<file path="config.mk">
export PLATFORM = sky130hd
export DESIGN_NAME = mult_div_unit_flat
export DESIGN_NICKNAME = d
export VERILOG_FILES = /design/src/rtl/mult_div_unit_if.sv /design/src/rtl/mult_div_unit.sv /design/src/flat_wrapper.sv
export SDC_FILE = /design/constraint.sdc
export NUM_CORES = 1
export LEC_CHECK = 0
export BUFFER_PORTS_ARGS = -buffer_cell sky130_fd_sc_hd__buf_2
export CORE_ASPECT_RATIO = 0.9
export CORE_UTILIZATION = 62
export DETAILED_ROUTE_END_ITERATION = 10
export GPL_ROUTABILITY_DRIVEN = 0
export HOLD_SLACK_MARGIN = 0.05
export PLACE_DENSITY = 0.82
export REMOVE_ABC_BUFFERS = 1
export SLEW_MARGIN = 10
export SYNTH_ARGS = -nofsm -noshare
export SYNTH_HDL_FRONTEND = slang
export SYNTH_SLANG_ARGS = --single-unit
</file>
<file path="constraint.sdc">
create_clock -name clk -period 5.16 [get_ports clk]
set_input_delay 0 -clock clk [delete_from_list [all_inputs] [get_ports clk]]
set_output_delay 0 -clock clk [all_outputs]
set_load 0.1 [all_outputs]
</file>
<file path="src/rtl/mult_div_unit_if.sv">
// Request/response bundle between the control FSM and the multiply/divide unit.
// The control FSM is the master; the arithmetic unit is the slave.
interface mult_div_unit_if #(
    parameter int WIDTH = 32
);
    logic             start;
    logic             op;
    logic [WIDTH-1:0] a;
    logic [WIDTH-1:0] b;
    logic             busy;
    logic             done;
    logic             div_zero;
    logic [WIDTH-1:0] hi;
    logic [WIDTH-1:0] lo;

    modport master (
        output start, op, a, b,
        input  busy, done, div_zero, hi, lo
    );

    modport slave (
        input  start, op, a, b,
        output busy, done, div_zero, hi, lo
    );
endinterface

</file>
<file path="src/rtl/mult_div_unit.sv">
// Multicycle signed multiply (radix-2 Booth) / divide (restoring) unit feeding HI/LO.
// State  | meaning
// IDLE   | waiting for start; hi/lo/div_zero hold last result
// MULT   | Booth iterations, then load product into hi/lo
// DIV    | restoring iterations on magnitudes, then load sign-fixed q/r
// FINISH | one-cycle done pulse
module mult_div_unit #(
    parameter int WIDTH = 32
) (
    input  logic           clk,
    input  logic           rst,
    mult_div_unit_if.slave bus
);
    localparam int CW = $clog2(WIDTH + 1);
    localparam int AW = 2 * WIDTH + 1;

    typedef enum logic [1:0] {
        S_IDLE   = 2'd0,
        S_MULT   = 2'd1,
        S_DIV    = 2'd2,
        S_FINISH = 2'd3
    } state_t;

    state_t           r_state;
    state_t           w_state_nxt;
    logic [CW-1:0]    r_cnt;
    logic [AW-1:0]    r_acc;
    logic [WIDTH-1:0] r_m;
    logic [WIDTH-1:0] r_hi;
    logic [WIDTH-1:0] r_lo;
    logic             r_neg_q;
    logic             r_neg_r;
    logic             r_div_zero;

    logic             w_cnt_last;
    logic             w_dz;
    logic [WIDTH-1:0] w_abs_a;
    logic [WIDTH-1:0] w_abs_b;
    logic [WIDTH:0]   w_a_ext;
    logic [WIDTH:0]   w_m_ext;
    logic [WIDTH:0]   w_sum;
    logic [WIDTH:0]   w_rem_sh;
    logic [WIDTH:0]   w_diff;
    logic [AW-1:0]    w_booth_nxt;
    logic [AW-1:0]    w_div_nxt;
    logic [WIDTH-1:0] w_q_mag;
    logic [WIDTH-1:0] w_r_mag;
    logic [WIDTH-1:0] w_quot;
    logic [WIDTH-1:0] w_rem;

    assign w_cnt_last = (r_cnt == CW'(WIDTH));
    // A zero divisor spends one DIV cycle so that done lands one edge after acceptance.
    assign w_dz       = (r_state == S_DIV) && (r_m == '0);
    assign w_abs_a    = bus.a[WIDTH-1] ? -bus.a : bus.a;
    assign w_abs_b    = bus.b[WIDTH-1] ? -bus.b : bus.b;

    // Booth accumulator: {A, Q, q_-1}. The add is done one bit wider so that
    // subtracting the most negative multiplicand cannot overflow before the shift.
    assign w_a_ext = {r_acc[AW-1], r_acc[AW-1:WIDTH+1]};
    assign w_m_ext = {r_m[WIDTH-1], r_m};

    always_comb begin
        case (r_acc[1:0])
            2'b01:   w_sum = w_a_ext + w_m_ext;
            2'b10:   w_sum = w_a_ext - w_m_ext;
            default: w_sum = w_a_ext;
        endcase
    end

    assign w_booth_nxt = {w_sum, r_acc[WIDTH:1]};

    // Divide layout: remainder in [2W-1:W], quotient/dividend bits in [W-1:0].
    assign w_rem_sh  = {r_acc[2*WIDTH-1:WIDTH], r_acc[WIDTH-1]};
    assign w_diff    = w_rem_sh - {1'b0, r_m};
    assign w_div_nxt = w_diff[WIDTH]
                     ? {1'b0, w_rem_sh[WIDTH-1:0], r_acc[WIDTH-2:0], 1'b0}
                     : {1'b0, w_diff[WIDTH-1:0],   r_acc[WIDTH-2:0], 1'b1};

    assign w_q_mag = r_acc[WIDTH-1:0];
    assign w_r_mag = r_acc[2*WIDTH-1:WIDTH];
    assign w_quot  = r_neg_q ? -w_q_mag : w_q_mag;
    assign w_rem   = r_neg_r ? -w_r_mag : w_r_mag;

    always_ff @(posedge clk or posedge rst) begin
        if (rst) begin
            r_state <= S_IDLE;
        end else begin
            r_state <= w_state_nxt;
        end
    end

    always_comb begin
        w_state_nxt = r_state;
        case (r_state)
            S_IDLE: begin
                if (bus.start) begin
                    w_state_nxt = bus.op ? S_DIV : S_MULT;
                end
            end
            S_MULT: begin
                if (w_cnt_last) begin
                    w_state_nxt = S_FINISH;
                end
            end
            S_DIV: begin
                if (w_dz || w_cnt_last) begin
                    w_state_nxt = S_FINISH;
                end
            end
            S_FINISH: w_state_nxt = S_IDLE;
            default:  w_state_nxt = S_IDLE;
        endcase
    end

    always_ff @(posedge clk or posedge rst) begin
        if (rst) begin
            r_cnt      <= '0;
            r_acc      <= '0;
            r_m        <= '0;
            r_hi       <= '0;
            r_lo       <= '0;
            r_neg_q    <= 1'b0;
            r_neg_r    <= 1'b0;
            r_div_zero <= 1'b0;
        end else begin
            case (r_state)
                S_IDLE: begin
                    if (bus.start) begin
                        r_cnt      <= '0;
                        r_div_zero <= 1'b0;
                        if (bus.op) begin
                            r_m     <= w_abs_b;
                            r_acc   <= {{(WIDTH+1){1'b0}}, w_abs_a};
                            r_neg_q <= bus.a[WIDTH-1] ^ bus.b[WIDTH-1];
                            r_neg_r <= bus.a[WIDTH-1];
                        end else begin
                            r_m     <= bus.a;
                            r_acc   <= {{WIDTH{1'b0}}, bus.b, 1'b0};
                            r_neg_q <= 1'b0;
                            r_neg_r <= 1'b0;
                        end
                    end
                end
                S_MULT: begin
                    if (w_cnt_last) begin
                        r_hi <= r_acc[AW-1:WIDTH+1];
                        r_lo <= r_acc[WIDTH:1];
                    end else begin
                        r_acc <= w_booth_nxt;
                        r_cnt <= r_cnt + CW'(1);
                    end
                end
                S_DIV: begin
                    if (w_dz) begin
                        r_div_zero <= 1'b1;
                    end else if (w_cnt_last) begin
                        r_hi <= w_rem;
                        r_lo <= w_quot;
                    end else begin
                        r_acc <= w_div_nxt;
                        r_cnt <= r_cnt + CW'(1);
                    end
                end
                default: ;
            endcase
        end
    end

    assign bus.busy     = (r_state != S_IDLE);
    assign bus.done     = (r_state == S_FINISH);
    assign bus.div_zero = r_div_zero;
    assign bus.hi       = r_hi;
    assign bus.lo       = r_lo;
endmodule

</file>
<file path="src/flat_wrapper.sv">
// flat-port wrapper written by rule: the top's interface ports become plain ports
module mult_div_unit_flat 
#(
    parameter int WIDTH = 32
)
  (clk, rst, bus_start, bus_op, bus_a, bus_b, bus_busy, bus_done, bus_div_zero, bus_hi, bus_lo);
  mult_div_unit_if #(.WIDTH(WIDTH)) bus_i ();
  input  logic clk;
  input  logic rst;
  input wire logic [$bits(bus_i.start)-1:0] bus_start;
  input wire logic [$bits(bus_i.op)-1:0] bus_op;
  input wire logic [$bits(bus_i.a)-1:0] bus_a;
  input wire logic [$bits(bus_i.b)-1:0] bus_b;
  output wire logic [$bits(bus_i.busy)-1:0] bus_busy;
  output wire logic [$bits(bus_i.done)-1:0] bus_done;
  output wire logic [$bits(bus_i.div_zero)-1:0] bus_div_zero;
  output wire logic [$bits(bus_i.hi)-1:0] bus_hi;
  output wire logic [$bits(bus_i.lo)-1:0] bus_lo;
  assign bus_i.start = bus_start;
  assign bus_i.op = bus_op;
  assign bus_i.a = bus_a;
  assign bus_i.b = bus_b;
  assign bus_busy = bus_i.busy;
  assign bus_done = bus_i.done;
  assign bus_div_zero = bus_i.div_zero;
  assign bus_hi = bus_i.hi;
  assign bus_lo = bus_i.lo;
  mult_div_unit #(.WIDTH(WIDTH)) u_core (.clk(clk), .rst(rst), .bus(bus_i));
endmodule
</file>
# Word level (Yosys, flattened, before mapping)
# Index checks and enable logic that the tools add are counted.
op_classes:
  n_eq_ne: 15
  add_sub_neg: 8
  n_bitwise: 1
  n_mux: 35
  n_reduce_logical: 15
ops:
  columns: ["cell", "n"]
  rows:
  - ["32-bit two-way mux", 11]
  - ["65-bit two-way mux", 4]
  - ["65-bit case mux with 3 select lines", 1]
  - ["32-bit negator", 4]
  - ["32-bit case mux with 2 select lines", 2]
  - ["33-bit case mux with 2 select lines", 1]
  - ["64-bit two-way mux", 1]
  - ["32-bit by 32-bit adder with 33-bit output", 1]
  - ["33-bit two-way mux", 1]
  - ["32-bit by 32-bit subtractor with 33-bit output", 1]
  - ["33-bit by 32-bit subtractor with 33-bit output", 1]
  - ["32-bit zero test", 1]
  - ["6-bit two-way mux", 3]
  - ["6-bit case mux with 3 select lines", 1]
  - ["2-bit != test (second input constant)", 5]
  - ["3-bit AND reduction", 3]
  - ["2-bit two-way mux", 4]
  - ["2-bit case mux with 4 select lines", 1]
  - ["6-bit by 1-bit adder with 6-bit output (second input constant)", 1]
  - ["2-bit == test (second input constant)", 3]
  - ["6-bit == test (second input constant)", 1]
  - ["2-bit by 1-bit != test with 1-bit output (second input constant)", 3]
  - ["6-bit AND reduction", 1]
  - ["2-bit nonzero test", 3]
  - ["other kinds (12)", 16]
totals:
  in_bits: 68
  regBits: 172
  out_inout_bits: 67
  wordCells: 84

# Depth between registers and ports, before layout
logic_depth:
  ltp_word: 5
  depth_mapped: 17
  ltp_nobuf: 17

# Worst setup path before layout
# No wires, ideal clock.
synth_path:
  path_type: "reg2reg"
  from: "register u_core.r_m[6]"
  to: "register u_core.r_acc[59]"
  t_required_ps: 5023
  n_path_buf: 1
  t_arrival_ps: 3946
  setup_time_ps: 137
  path_slack_ps: 1077
  synth_period_minus_slack_ps: 4083
  path_stages_with_launch: 16
  cell_sequence: "dfrtp_1 or4_1 nor4_4 a31oi_1 xnor2_1 ha_1 clkbuf_1 a21o_1 a21o_1 a2111oi_0 o2bb2ai_1 o21ai_0 nand2_1 mux2_2 a211oi_1 o211ai_1"
synth_via:
  elab_chain_cells: 5
  word_cells_on_any_way: 13
  cone_classes: "add/sub (3); eq/ne (1); mux (6); reduce/logical (3)"
synth_lines:
  columns: ["element", "line", "rtl"]
  rows:
  - ["start, declared", "mult_div_unit.sv:28", "logic [WIDTH-1:0] r_m;"]
  - ["start signal, assigned", "mult_div_unit.sv:132", "r_m <= w_abs_b;"]
  - ["start signal, assigned", "mult_div_unit.sv:137", "r_m <= bus.a;"]
  - ["33-bit by 32-bit subtractor with 33-bit output", "mult_div_unit.sv:74", "assign w_diff = w_rem_sh - {1'b0, r_m};"]
  - ["64-bit two-way mux", "mult_div_unit.sv:76", "? {1'b0, w_rem_sh[WIDTH-1:0], r_acc[WIDTH-2:0], 1'b0}"]
  - ["65-bit two-way mux", "mult_div_unit.sv:156", "end else if (w_cnt_last) begin"]
  - ["65-bit two-way mux", "mult_div_unit.sv:154", "if (w_dz) begin"]
  - ["65-bit case mux with 3 select lines", "mult_div_unit.sv:126", "case (r_state)"]
  - ["end signal, assigned", "mult_div_unit.sv:133", "r_acc <= {{(WIDTH+1){1'b0}}, w_abs_a};"]
  - ["end signal, assigned", "mult_div_unit.sv:138", "r_acc <= {{WIDTH{1'b0}}, bus.b, 1'b0};"]
  - ["end signal, assigned", "mult_div_unit.sv:160", "r_acc <= w_div_nxt;"]
  - ["end, declared", "mult_div_unit.sv:27", "logic [AW-1:0] r_acc;"]
# Parallel ways exist; a longest one is shown, timed or not. The select of a mux whose other input is x is not followed.
# A chain may end at the register's enable or synchronous reset.

# Final worst setup path
# Same ends and word-level chain as after synthesis.

==> results.sh <==
export IMPL_status="complete, no violations"
export IMPL_synth_simple_area_share_pct=18.8
export IMPL_period_minus_slack_ns=4.69
export IMPL_detailedRoute_firstIterationViolations=1812
export IMPL_critPathMaxFanout=8
export IMPL_detailed_place_hpwl_um=33300
export IMPL_timing_critical_path_required_ns=5.47
export IMPL_final_setup_worst_slack_ns=0.470
export IMPL_die_height_um=154
export IMPL_synth_ff_latch_count=172
export IMPL_synth_area_um2=15900
export IMPL_floorplan_die_area_um2=26300
export IMPL_grt_max_degree=129
export IMPL_first_global_vias=15300
export IMPL_hold_path_class="primary input to flop"
export IMPL_path_depth=14
export IMPL_crit_arrival_ns=5.00
export IMPL_dr_pass1_iters=7
export IMPL_multi_input_logic_area_um2=10800
export IMPL_xor_and_xnor_area_share_after_synthesis_pct=11.2
export IMPL_grt_overflow_total=0
export IMPL_crit_family="simple AND/OR/NAND/NOR gates"
export IMPL_grt_first_pass_wirelength_um=76500
export IMPL_htreeDepth=4
export IMPL_vias_per_cell=6.52
export IMPL_total_area_of_sequential_cells_um2=4300
export IMPL_synth_lib_cells_used_distinct=77
export IMPL_synth_top_family_by_area="compound AO/OA/AOI/OAI gates"
export IMPL_report_final_hold_viol_count=0
export IMPL_synthesis_yosys_warnings=0
export IMPL_ys_dominant_reg_cell="dfrtp_1"
export IMPL_numClockSinks=172
export IMPL_worst_path_max_stage_delay_ns=0.62
export IMPL_synth_sequential_area_ratio_pct=27.0
export IMPL_floorplan_initialDensity_pct=63.2
export IMPL_path_common_cell="nand2_1"
export IMPL_critical_path_startpoint_type="flop"
export IMPL_ctsRootBufferMaster="clkbuf_16"
export IMPL_synth_most_common_cell="nand2_1"
export IMPL_critical_path_n_buffers_inverters=0
export IMPL_antenna_violating_nets_post_route=0
export IMPL_synth_async_reset_ratio_pct=100
export IMPL_nFillCells=2079
export IMPL_cts_tree="done"
export IMPL_synth_top_cells_by_area="dfrtp_1 (27%), o21ai_0 (8.1%), xor2_1 (6.7%), nand2_1 (6.4%), ha_1 (6.1%)"
export IMPL_reg2reg_from="u_core.r_m[6]"
export IMPL_post_synth_most_frequent_cells="nand2_1 (272), o21ai_0 (257), a21oi_1 (181)"
export IMPL_post_synthesis_adder_cell_area_fraction_pct=6.30
export IMPL_hold_path_startpoint="bus_b[6]"
export IMPL_netlist_instances=2081
export IMPL_worst_path_max_delay_cell="or4_1"
export IMPL_setup_viol=0
export IMPL_post_drt_wl_per_cell_um=19.0
export IMPL_ios=135
export IMPL_preCtsSetupSlack_ns=0.688
export IMPL_slew_headroom_pct=23.8
export IMPL_routed_via_count=16400
export IMPL_die_w_um=171
export IMPL_crit_path_start="u_core.r_m[6]"
export IMPL_area_growth_pct=11.1
export IMPL_synth_largest_type_area_fraction_pct=27.0
export IMPL_post_route_setup_tns_ns=0
export IMPL_post_synth_cell_area_avg_um2=7.65
export IMPL_fin_crit_sh_pct=90.9
export IMPL_timing_fmax_mhz=213
export IMPL_worst_skew_pair_late_latency_ns=0.45
export IMPL_post_route_cells_drive_above_1_share_pct=10.7
export IMPL_worstSetupPathType="flop to flop"
export IMPL_core_um2=25200
export IMPL_numPortBuffers=134
export IMPL_slew_at_the_pin_closest_to_its_max_slew_limit_ns=1.14
export IMPL_totalWireLength_um=47700
export IMPL_post_cts_repair_setup_buffers=0
export IMPL_drc=0
export IMPL_timing_max_transition_violations_final=0
export IMPL_nets=2301
export IMPL_hold_path_depth=5
export IMPL_placement_rows=55
export IMPL_rsz0062_at_grt="false"
export IMPL_synth_edf_count=0
export IMPL_clockBufferDepth=2
export IMPL_synth_largest_area_cell="dfrtp_1"
export IMPL_synth_compound_gate_area_share_pct=27.5
export IMPL_final_util_pct=70.2
export IMPL_clk_pin_slew_ns=0.08
export IMPL_groute_usage_overall_pct=36.2
export IMPL_grt_antenna_before_repair=2
export IMPL_r2r_worst_path_cells=14
export IMPL_numCtsBuffers=17
export IMPL_post_synth_mux_area_share_pct=3.61
export IMPL_cp_cell_sequence="or4_1 > nor2_1 > and3_1 > a41oi_1 > xnor2_1 > ha_1 > and4_1 > nand2_1 > a2111oi_0 > o21ai_0 > nand2_1 > mux2_2 > a211oi_1 > o211ai_1"
export IMPL_fin_skew_ns=0.0150
export IMPL_crit_path_end_kind="flop"
export IMPL_max_cap_violations=0
export IMPL_worst_hold_margin_ns=0.0474
## through the flow
step           instance area [µm²]  cells
2_1_floorplan                15300   1932
3_3_place_gp                 16600   2429
3_5_place_dp                 16600   2429
4_1_cts                      17700   2509
5_1_grt                      17700   2509
6_report                     17700   2511
## routing by layer
layer	GRT usage (%)	wire length [µm]	vias to the layer above	part of all wire [%]
met5	0	0	-	0
li1	-	-	7622	-
met4	18.7	2450	0	5.1
met1	47.1	19400	7653	41
met2	57.1	21600	900	45
met3	7.18	4200	201	8.8
## area by class of cell
cell class	count	area share (%)
diodes	2	0.0283
multi-input cells	1687	60.9
well taps	342	2.42
flip-flops and latches	172	24.3
repair buffers	203	7.40
inverters	73	1.58
clock buffers	18	2.48
clock inverters	14	0.849
## cell families after synthesis
| logic type | after synthesis |
|---|---|
| buf+inv | 222 |
| compound gates | 716 |
| flops | 172 |
| fa+ha+maj | 79 |
| simple gates | 632 |
| xor+xnor | 204 |
| mux | 56 |
## worst min-delay path: cells and delay by family
kind	cells	cell delay, ns
simple gates	1	0.08
compound gates	3	0.25
buf+inv	1	0.12
## final timing paths
path,to,slack (ns)
setup / recovery,u_core.r_acc[59],0.47
hold / removal,u_core.r_acc[7],0.05
setup reg to reg,u_core.r_acc[59],0.47
hold reg to reg,u_core.bus.hi[27],0.48
max in group asynchronous,u_core.r_acc[27],3.60
min in group asynchronous,u_core.bus.hi[5],0.17
## registers in the layout, indices dropped and copies added (netlist names)
signal               flops
u_core.r_state           2
u_core.r_m              32
u_core.r_neg_q           1
u_core.r_acc            65
u_core.bus.div_zero      1
u_core.bus.lo           32
u_core.r_neg_r           1
u_core.r_cnt             6
u_core.bus.hi           32
## cell usage in the layout, fill, tap and decap left out, types with 48 or more instances in the layout
cell type and count:
buf_2 134, nand2_1 271, ha_1 74, o21ai_0 255, xor2_1 121, nor2_1 126
xnor2_1 83, a21oi_1 181, dfrtp_1 172, inv_1 71, dlygate4sd3_1 48
## what timing repair did
action / CTS / global route
hold buffers: 48 / 0
setup endpoints to repair: 0 / 0
resized for setup: 0 / 0
endpoints found under the hold margin: 95 / 0
Power is left out: the tool's default activity adds up to more than one toggle a clock period on the data nets, which glitch-free logic cannot reach.
